===== src/rtl/fir_output_decimator_if.sv =====
// Stream bundle for the FIR output decimator: input sample stream plus
// the valid/ready result stream toward the next block.
interface fir_output_decimator_if #(
    parameter int OUT_W = 8
);
    logic                    in_valid;
    logic signed [15:0]      in_data;
    logic                    out_valid;
    logic                    out_ready;
    logic signed [OUT_W-1:0] out_data;

    modport master (
        output in_valid, in_data, out_ready,
        input  out_valid, out_data
    );

    modport slave (
        input  in_valid, in_data, out_ready,
        output out_valid, out_data
    );
endinterface


===== src/rtl/fir_output_decimator.sv =====
// Accumulate-and-dump decimator: DEC valid samples are summed, rounded,
// shifted and saturated to OUT_W bits, then queued in a small FWFT FIFO.
module fir_output_decimator #(
    parameter int DEC   = 4,
    parameter int SHIFT = 2,
    parameter int OUT_W = 8,
    parameter int DEPTH = 4
) (
    input  logic                     clk,
    input  logic                     rst,
    fir_output_decimator_if.slave    bus,
    output logic [$clog2(DEPTH):0]   fifo_level,
    output logic                     overflow,
    output logic                     sat_event,
    input  logic                     clr_ovf
);
    localparam int AW = 16 + $clog2(DEC) + 1;
    localparam int CW = (DEC > 1) ? $clog2(DEC) : 1;
    localparam int PW = $clog2(DEPTH);
    localparam int LW = PW + 1;

    localparam logic signed [AW:0]   BIAS = (AW+1)'((SHIFT > 0) ? (2 ** (SHIFT - 1)) : 0);
    localparam logic signed [AW-1:0] MAXV = AW'((2 ** (OUT_W - 1)) - 1);
    localparam logic signed [AW-1:0] MINV = AW'(-(2 ** (OUT_W - 1)));

    function automatic logic signed [AW-1:0] round_shift(input logic signed [AW-1:0] s);
        logic signed [AW:0] t;
        t = {s[AW-1], s} + BIAS;
        t = t >>> SHIFT;
        return t[AW-1:0];
    endfunction

    function automatic logic is_sat(input logic signed [AW-1:0] r);
        return (r > MAXV) || (r < MINV);
    endfunction

    function automatic logic signed [OUT_W-1:0] sat_clip(input logic signed [AW-1:0] r);
        if (r > MAXV)
            return MAXV[OUT_W-1:0];
        else if (r < MINV)
            return MINV[OUT_W-1:0];
        else
            return r[OUT_W-1:0];
    endfunction

    logic [CW-1:0]            cnt;
    logic signed [AW-1:0]     acc;
    logic signed [AW-1:0]     sum_p0;
    logic signed [AW-1:0]     rnd_p0;
    logic signed [OUT_W-1:0]  res_p0;
    logic                     sat_p0;
    logic                     vld_p0;

    logic signed [OUT_W-1:0]  mem [DEPTH];
    logic [PW-1:0]            wr_ptr, rd_ptr, rd_nxt;
    logic [LW-1:0]            level;
    logic signed [OUT_W-1:0]  head;
    logic                     full, do_pop, do_wr, drop;

    // Stage p0: group sum, rounding and saturation, all combinational on the last sample
    assign sum_p0 = acc + AW'(bus.in_data);
    assign vld_p0 = bus.in_valid && (cnt == CW'(DEC - 1));
    assign rnd_p0 = round_shift(sum_p0);
    assign res_p0 = sat_clip(rnd_p0);
    assign sat_p0 = is_sat(rnd_p0);

    always_ff @(posedge clk or posedge rst) begin
        if (rst) begin
            cnt <= '0;
            acc <= '0;
        end else if (bus.in_valid) begin
            if (vld_p0) begin
                cnt <= '0;
                acc <= '0;
            end else begin
                cnt <= cnt + CW'(1);
                acc <= sum_p0;
            end
        end
    end

    // FIFO: a full FIFO still accepts a push when a pop frees a slot in the same cycle
    assign full   = (level == LW'(DEPTH));
    assign do_pop = (level != '0) && bus.out_ready;
    assign do_wr  = vld_p0 && (!full || do_pop);
    assign drop   = vld_p0 && full && !do_pop;
    assign rd_nxt = rd_ptr + PW'(1);

    always_ff @(posedge clk) begin
        if (do_wr)
            mem[wr_ptr] <= res_p0;
    end

    always_ff @(posedge clk or posedge rst) begin
        if (rst) begin
            wr_ptr    <= '0;
            rd_ptr    <= '0;
            level     <= '0;
            head      <= '0;
            overflow  <= 1'b0;
            sat_event <= 1'b0;
        end else begin
            if (do_wr)
                wr_ptr <= wr_ptr + PW'(1);
            if (do_pop)
                rd_ptr <= rd_nxt;
            level <= level + LW'(do_wr) - LW'(do_pop);
            // head register tracks the next FIFO head; holds its value when draining to empty
            if ((level - LW'(do_pop)) == '0) begin
                if (do_wr)
                    head <= res_p0;
            end else if (do_pop) begin
                head <= mem[rd_nxt];
            end
            overflow  <= drop | (overflow & ~clr_ovf);
            sat_event <= vld_p0 & sat_p0;
        end
    end

    assign bus.out_valid = (level != '0);
    assign bus.out_data  = head;
    assign fifo_level    = level;
endmodule


===== src/flat_wrapper.sv =====
// flat-port wrapper written by rule: the top's interface ports become plain ports
module fir_output_decimator_flat 
#(
    parameter int DEC   = 4,
    parameter int SHIFT = 2,
    parameter int OUT_W = 8,
    parameter int DEPTH = 4
)
  (clk, rst, fifo_level, overflow, sat_event, clr_ovf, bus_in_valid, bus_in_data, bus_out_ready, bus_out_valid, bus_out_data);
  fir_output_decimator_if #(.OUT_W(OUT_W)) bus_i ();
  input  logic clk;
  input  logic rst;
  output logic [$clog2(DEPTH):0] fifo_level;
  output logic overflow;
  output logic sat_event;
  input  logic clr_ovf;
  input wire logic [$bits(bus_i.in_valid)-1:0] bus_in_valid;
  input wire logic [$bits(bus_i.in_data)-1:0] bus_in_data;
  input wire logic [$bits(bus_i.out_ready)-1:0] bus_out_ready;
  output wire logic [$bits(bus_i.out_valid)-1:0] bus_out_valid;
  output wire logic [$bits(bus_i.out_data)-1:0] bus_out_data;
  assign bus_i.in_valid = bus_in_valid;
  assign bus_i.in_data = bus_in_data;
  assign bus_i.out_ready = bus_out_ready;
  assign bus_out_valid = bus_i.out_valid;
  assign bus_out_data = bus_i.out_data;
  fir_output_decimator #(.DEC(DEC), .SHIFT(SHIFT), .OUT_W(OUT_W), .DEPTH(DEPTH)) u_core (.clk(clk), .rst(rst), .bus(bus_i), .fifo_level(fifo_level), .overflow(overflow), .sat_event(sat_event), .clr_ovf(clr_ovf));
endmodule

===== config.mk =====
export PLATFORM = sky130hd
export DESIGN_NAME = fir_output_decimator_flat
export DESIGN_NICKNAME = d
export VERILOG_FILES = /design/src/rtl/fir_output_decimator_if.sv /design/src/rtl/fir_output_decimator.sv /design/src/flat_wrapper.sv
export SDC_FILE = /design/constraint.sdc
export NUM_CORES = 1
export LEC_CHECK = 0
export CELL_PAD_IN_SITES_DETAIL_PLACEMENT = 2
export CELL_PAD_IN_SITES_GLOBAL_PLACEMENT = 2
export CORE_UTILIZATION = 42
export CTS_CLUSTER_SIZE = 28
export DETAILED_ROUTE_END_ITERATION = 6
export PLACE_DENSITY_LB_ADDON = 0.1
export SKIP_CTS_REPAIR_TIMING = 1
export SLEW_MARGIN = 0
export SYNTH_ARGS = -nofsm -noshare
export SYNTH_HDL_FRONTEND = slang
export SYNTH_SLANG_ARGS = --single-unit

===== constraint.sdc =====
create_clock -name clk -period 9.68 [get_ports clk]
set_input_delay 1.452 -clock clk [delete_from_list [all_inputs] [get_ports clk]]
set_output_delay 1.452 -clock clk [all_outputs]
set_load 0.01 [all_outputs]

Word-level counts from Yosys, hierarchy flattened
Memory sizes are Yosys's and may differ from the RTL's.
Cells that the tools add are included.
Storage, ports and cells
  memory bits (writable): 32
  flip-flop bits (word level): 38
  memories kept: 1
  logic and storage cells: 48
  output and inout port bits: 14
  bits of input ports: 21
Memory list
  u_core.mem: depth 4, bits a word 8, rd ports 1, clocked after memory_dff 0, write ports 1, line fir_output_decimator.sv:54  | logic signed [OUT_W-1:0] mem [DEPTH];
Cells by class
  magnitude comparators: 2
  equality and inequality tests: 3
  $add $sub $neg: 8
  bitwise operators: 4
  reduce and logical (&&, ||, !) cells: 13
  multiplexer cells: 9
Operators with widths (number)
  $mux 8: 5
  $add 19x3->20 const B: 1
  $add 19x16->19: 1
  $mux 19: 1
  $gt 18x8->1 const B: 1
  $lt 18x8->1 const B: 1
  $add 2x1->2 const B: 3
  $sub 3x1->3: 2
  $logic_and 1x1->1: 5
  $add 3x1->3: 1
  $eq 3x3->1 const B: 1
  $logic_not 3->1: 1
  $reduce_bool 3->1: 1
  $and 1x1->1: 2
  $eq 2x2->1 const B: 1
  $logic_not 1->1: 2
  $logic_or 1x1->1: 2
  $mux 1: 2
  $mux 2: 1
  $ne 2x1->1 const B: 1
  $reduce_and 2->1: 1
  $reduce_bool 2->1: 1
  $not 1->1: 1
  $or 1x1->1: 1

Longest topological paths before layout
  depth in word-level cells: 7
  gate-level depth with buffers: 16

Worst setup path after synthesis
OpenSTA, ideal clock, no wires.
  kind: input-to-reg
  start point: input port bus_in_data[3]
  end point: memory u_core.mem[0][1] (data pin)
  required time: 9.390 ns
  stages on the path: 13
  arrival: 4.461 ns
  setup slack: 4.929 ns
  cell sequence: ha_1 > o211a_1 > a21boi_2 > o21ai_2 > a21oi_1 > or4_1 > xor2_1 > nand4_1 > or2b_1 > xnor2_1 > o21ai_4 > buf_6 > o21ai_0
Between the ends
  cells in the longest elaborated chain, start to end: 5
Ends and longest elaborated chain
  start, declared: line flat_wrapper.sv:18  | input wire logic [$bits(bus_i.in_data)-1:0] bus_in_data;
  $add 19x16->19 *: line fir_output_decimator.sv:61  | assign sum_p0 = acc + AW'(bus.in_data);
  $add 19x3->20 *: line fir_output_decimator.sv:28  | t = {s[AW-1], s} + BIAS;
  $lt 18x8->1: line fir_output_decimator.sv:40  | else if (r < MINV)
  $mux 8: line fir_output_decimator.sv:40
  $mux 8 *: line fir_output_decimator.sv:38  | if (r > MAXV)
  named net u_core.res_p0[1]: line fir_output_decimator.sv:50  | logic signed [OUT_W-1:0] res_p0;
  end, declared: line fir_output_decimator.sv:54
Mark *: on every way through the listed nets, which the timed path passes. The rest lies on a longest branch.

Final worst setup path
  start point: input port bus_in_data[0]
  end point: memory u_core.mem[0][2] (data pin)
The elaborated chain is that of the path after synthesis.

==> impl_metrics.tcl <==
set metrics [dict create \
    outcome "complete, no violations" \
    syn_nets 508 \
    die_width_microns 107.8 \
    core_sq_mm 0.01089 \
    clock_skew_ps 12.79 \
    via_per_inst 5.917 \
    finalMaxSlewViolations 0 \
    grt_pass1_wl_mm 22.46 \
    ff2ff_path_depth 13 \
    synth_cells 457 \
    start_util 0.4316 \
    track_usage 0.2625 \
    fin_cells 630 \
    grt_pass1_vias 4022 \
    row_count 38 \
    antenna_found_initial 0 \
    clock_path_buffers 2 \
    crit_type "in2reg" \
    crit_path_start_kind "input pin" \
    maxCapViolations 0 \
    final-setup-viol-count 0 \
    cts_buffers 9 \
    synth_edf_count 32 \
    synth_warnings 0 \
    wl_per_cell_microns 22.10 \
    final.setup.worst_slack_ps 3809 \
    regToRegSetupSlack_ps 4990 \
    htree_levels 3 \
    port_buffers 34 \
    worstPathRequired_ps 9790 \
    path_max_fanout 6 \
    holdWs_ps 493.7 \
    leakage_nw 2.177 \
    slew_headroom 0.2530 \
    final_area_sq_mm 0.005324 \
    ys_types 77 \
    synth_seq_cells 70 \
    clk_latency_ps 360 \
    wirelength_mm 13.92 \
    async_flop_share 0.5429 \
    ir_drop_v 0.0001301 \
    synth_ff_type "dfrtp_1" \
    syn_area_sq_mm 0.004700 \
    tns_ps 0 \
    ant_nets 0 \
    placedCellCount 614 \
    hold_viol 0 \
    grt-ovfl-total 0 \
    layout_min_cycle_time_ps 5871 \
    clock_tree.root_cell "clkbuf_8" \
    grt_max_degree 39 \
    diodes 0 \
    fin_crit_sh 0.6065 \
    dpl_cell_area_sq_mm 0.005134 \
    rsz0062_at_grt "false" \
    syn_to_final_growth_pct 13.29 \
    ys_seq_area_frac 0.4068 \
    r2r_start "u_core.acc[0]" \
    min_to "u_core.cnt[0]" \
    num_vias 3728 \
    hold_class "reg2reg" \
    worst_pin_slew_ps 1112 \
    mostFrequentLayoutCell "inv_1" \
    dp_hpwl_mm 10.34 \
    syn_area_per_cell_sq_um 10.28 \
    pin_count 35 \
    final_cell_mix "inv_1, dfrtp_1, clkdlybuf4s50_1" \
    fmax_mhz 170.3 \
    postLayoutCoreUtil 0.4890 \
    final_nets 536 \
    critPathArrivalTime_ps 5980 \
    endpoint_kind "flop" \
    final_layout_size_suffix_gt1_frac 0.1102 \
    drc_errors 0 \
    cts.sinks 70 \
    place_congestion 0.8284 \
    finalPower_mw 2.069 \
    dp_slack_ps 3456 \
    hold_depth 1 \
    power-per-cell-area_mw_per_mm2 388.6 \
    first_pass_iters 4 \
    n_fill_cell 1128 \
    drtIter0Drc 154 \
    die_h_microns 107.8 \
    dieArea_sq_mm 0.01162 \
    rr_endpoint "u_core.mem[0][2]" \
    cts_tree "yes" \
    clkTransAtPathRegs_ps 80 \
    min_from "u_core.cnt[0]" \
]
## cells in the mapped netlist, types with 3 or more instances
library cell	n	area, sq um
a211o_1	3	26.28
a211oi_1	3	22.52
a21boi_0	3	22.52
a21o_1	11	82.58
a21oi_1	19	95.09
a2bb2oi_2	4	60.06
a31oi_1	4	25.02
and2_1	8	50.05
and3_1	5	31.28
buf_2	5	25.02
clkbuf_1	9	33.78
dfrtp_1	38	950.9
edfxtp_1	32	960.9
ha_1	28	350.3
inv_1	47	176.4
mux2_2	4	45.04
mux2i_1	3	30.03
mux4_2	8	180.2
nand2_1	29	108.9
nand2b_1	8	50.05
nand3_1	12	60.06
nand4_1	8	50.05
nor2_1	20	75.07
nor2b_1	6	37.54
nor3_1	4	20.02
o211ai_1	3	22.52
o21ai_0	21	105.1
o22ai_1	20	125.1
o31ai_1	3	22.52
or3_1	4	25.02
xnor2_1	20	175.2
xor2_1	12	105.1
## sequential cells by signal, summed over array words and instances, names as in the netlist
register and cells:
u_core.fifo_level 3, u_core.mem 32, u_core.cnt 2, u_core.rd_ptr 2
u_core.overflow 1, u_core.bus.out_data 8, u_core.wr_ptr 2, u_core.sat_event 1
u_core.acc 19
## worst max-delay path by stage
stage                  endpoint  slack (ps)            from  cells after the start
4_1_cts        u_core.mem[2][2]        3830  bus_in_data[0]                     14
2_1_floorplan  u_core.mem[0][1]        4930  bus_in_data[3]                     13
3_3_place_gp   u_core.mem[0][6]        3760  bus_in_data[0]                     15
3_5_place_dp   u_core.mem[0][2]        3460  bus_in_data[0]                     14
5_1_grt        u_core.mem[0][2]        3470  bus_in_data[0]                     14
6_report       u_core.mem[0][2]        3810  bus_in_data[0]                     14
## critical path, stage by stage
cell and delay (ps):
clkdlybuf4s50_1 460, ha_1 170, inv_1 60, fa_1 390
nand2b_1 220, a21boi_2 340, o211ai_2 180, a221oi_2 410
nand2_1 300, nor3_2 340, nand4_1 220, o21ai_0 670
nor2_1 280, o21ai_0 460
## per-layer routing
metal / wire [microns] / vias up / global-route usage
met5: 0 / - / 0
li1: - / 1729 / -
met4: 205 / 0 / 0.07339
met3: 475 / 18 / 0.04479
met2: 6796 / 67 / 0.4423
met1: 6443 / 1914 / 0.3455
## cell families (layout without fill, tap and decap cells)
| family | Yosys count | count (layout) | share of synthesized area |
|---|---|---|---|
| and+or+nand+nor | 124 | 124 | 0.1502 |
| AOI/OAI and AO/OA | 121 | 121 | 0.1896 |
| DFF | 70 | 70 | 0.4068 |
| buffers and inverters | 65 | 98 | 0.05644 |
| xor gates and xnor gates | 32 | 32 | 0.05964 |
| adders and majority gates | 30 | 30 | 0.08307 |
| muxes | 15 | 15 | 0.05431 |
## report_power, final
group          switching (mW)  internal [mW]  leakage [nW]
logic                   0.812          0.477          1.33
registers              0.0733          0.462         0.758
clock network           0.126          0.119        0.0903
## area by class of cell
cell class | instances | area [sq um] | share of cell area
multi-input cells | 322 | 2522 | 0.4738
clock inverters | 6 | 62.56 | 0.01175
well taps | 140 | 175.2 | 0.03290
repair buffers | 35 | 347.8 | 0.06533
clock buffers | 10 | 127.6 | 0.02397
flip-flops and latches | 70 | 1912 | 0.3591
inverters | 47 | 176.4 | 0.03314
No activity file was read; power rests on OpenSTA's default activity.
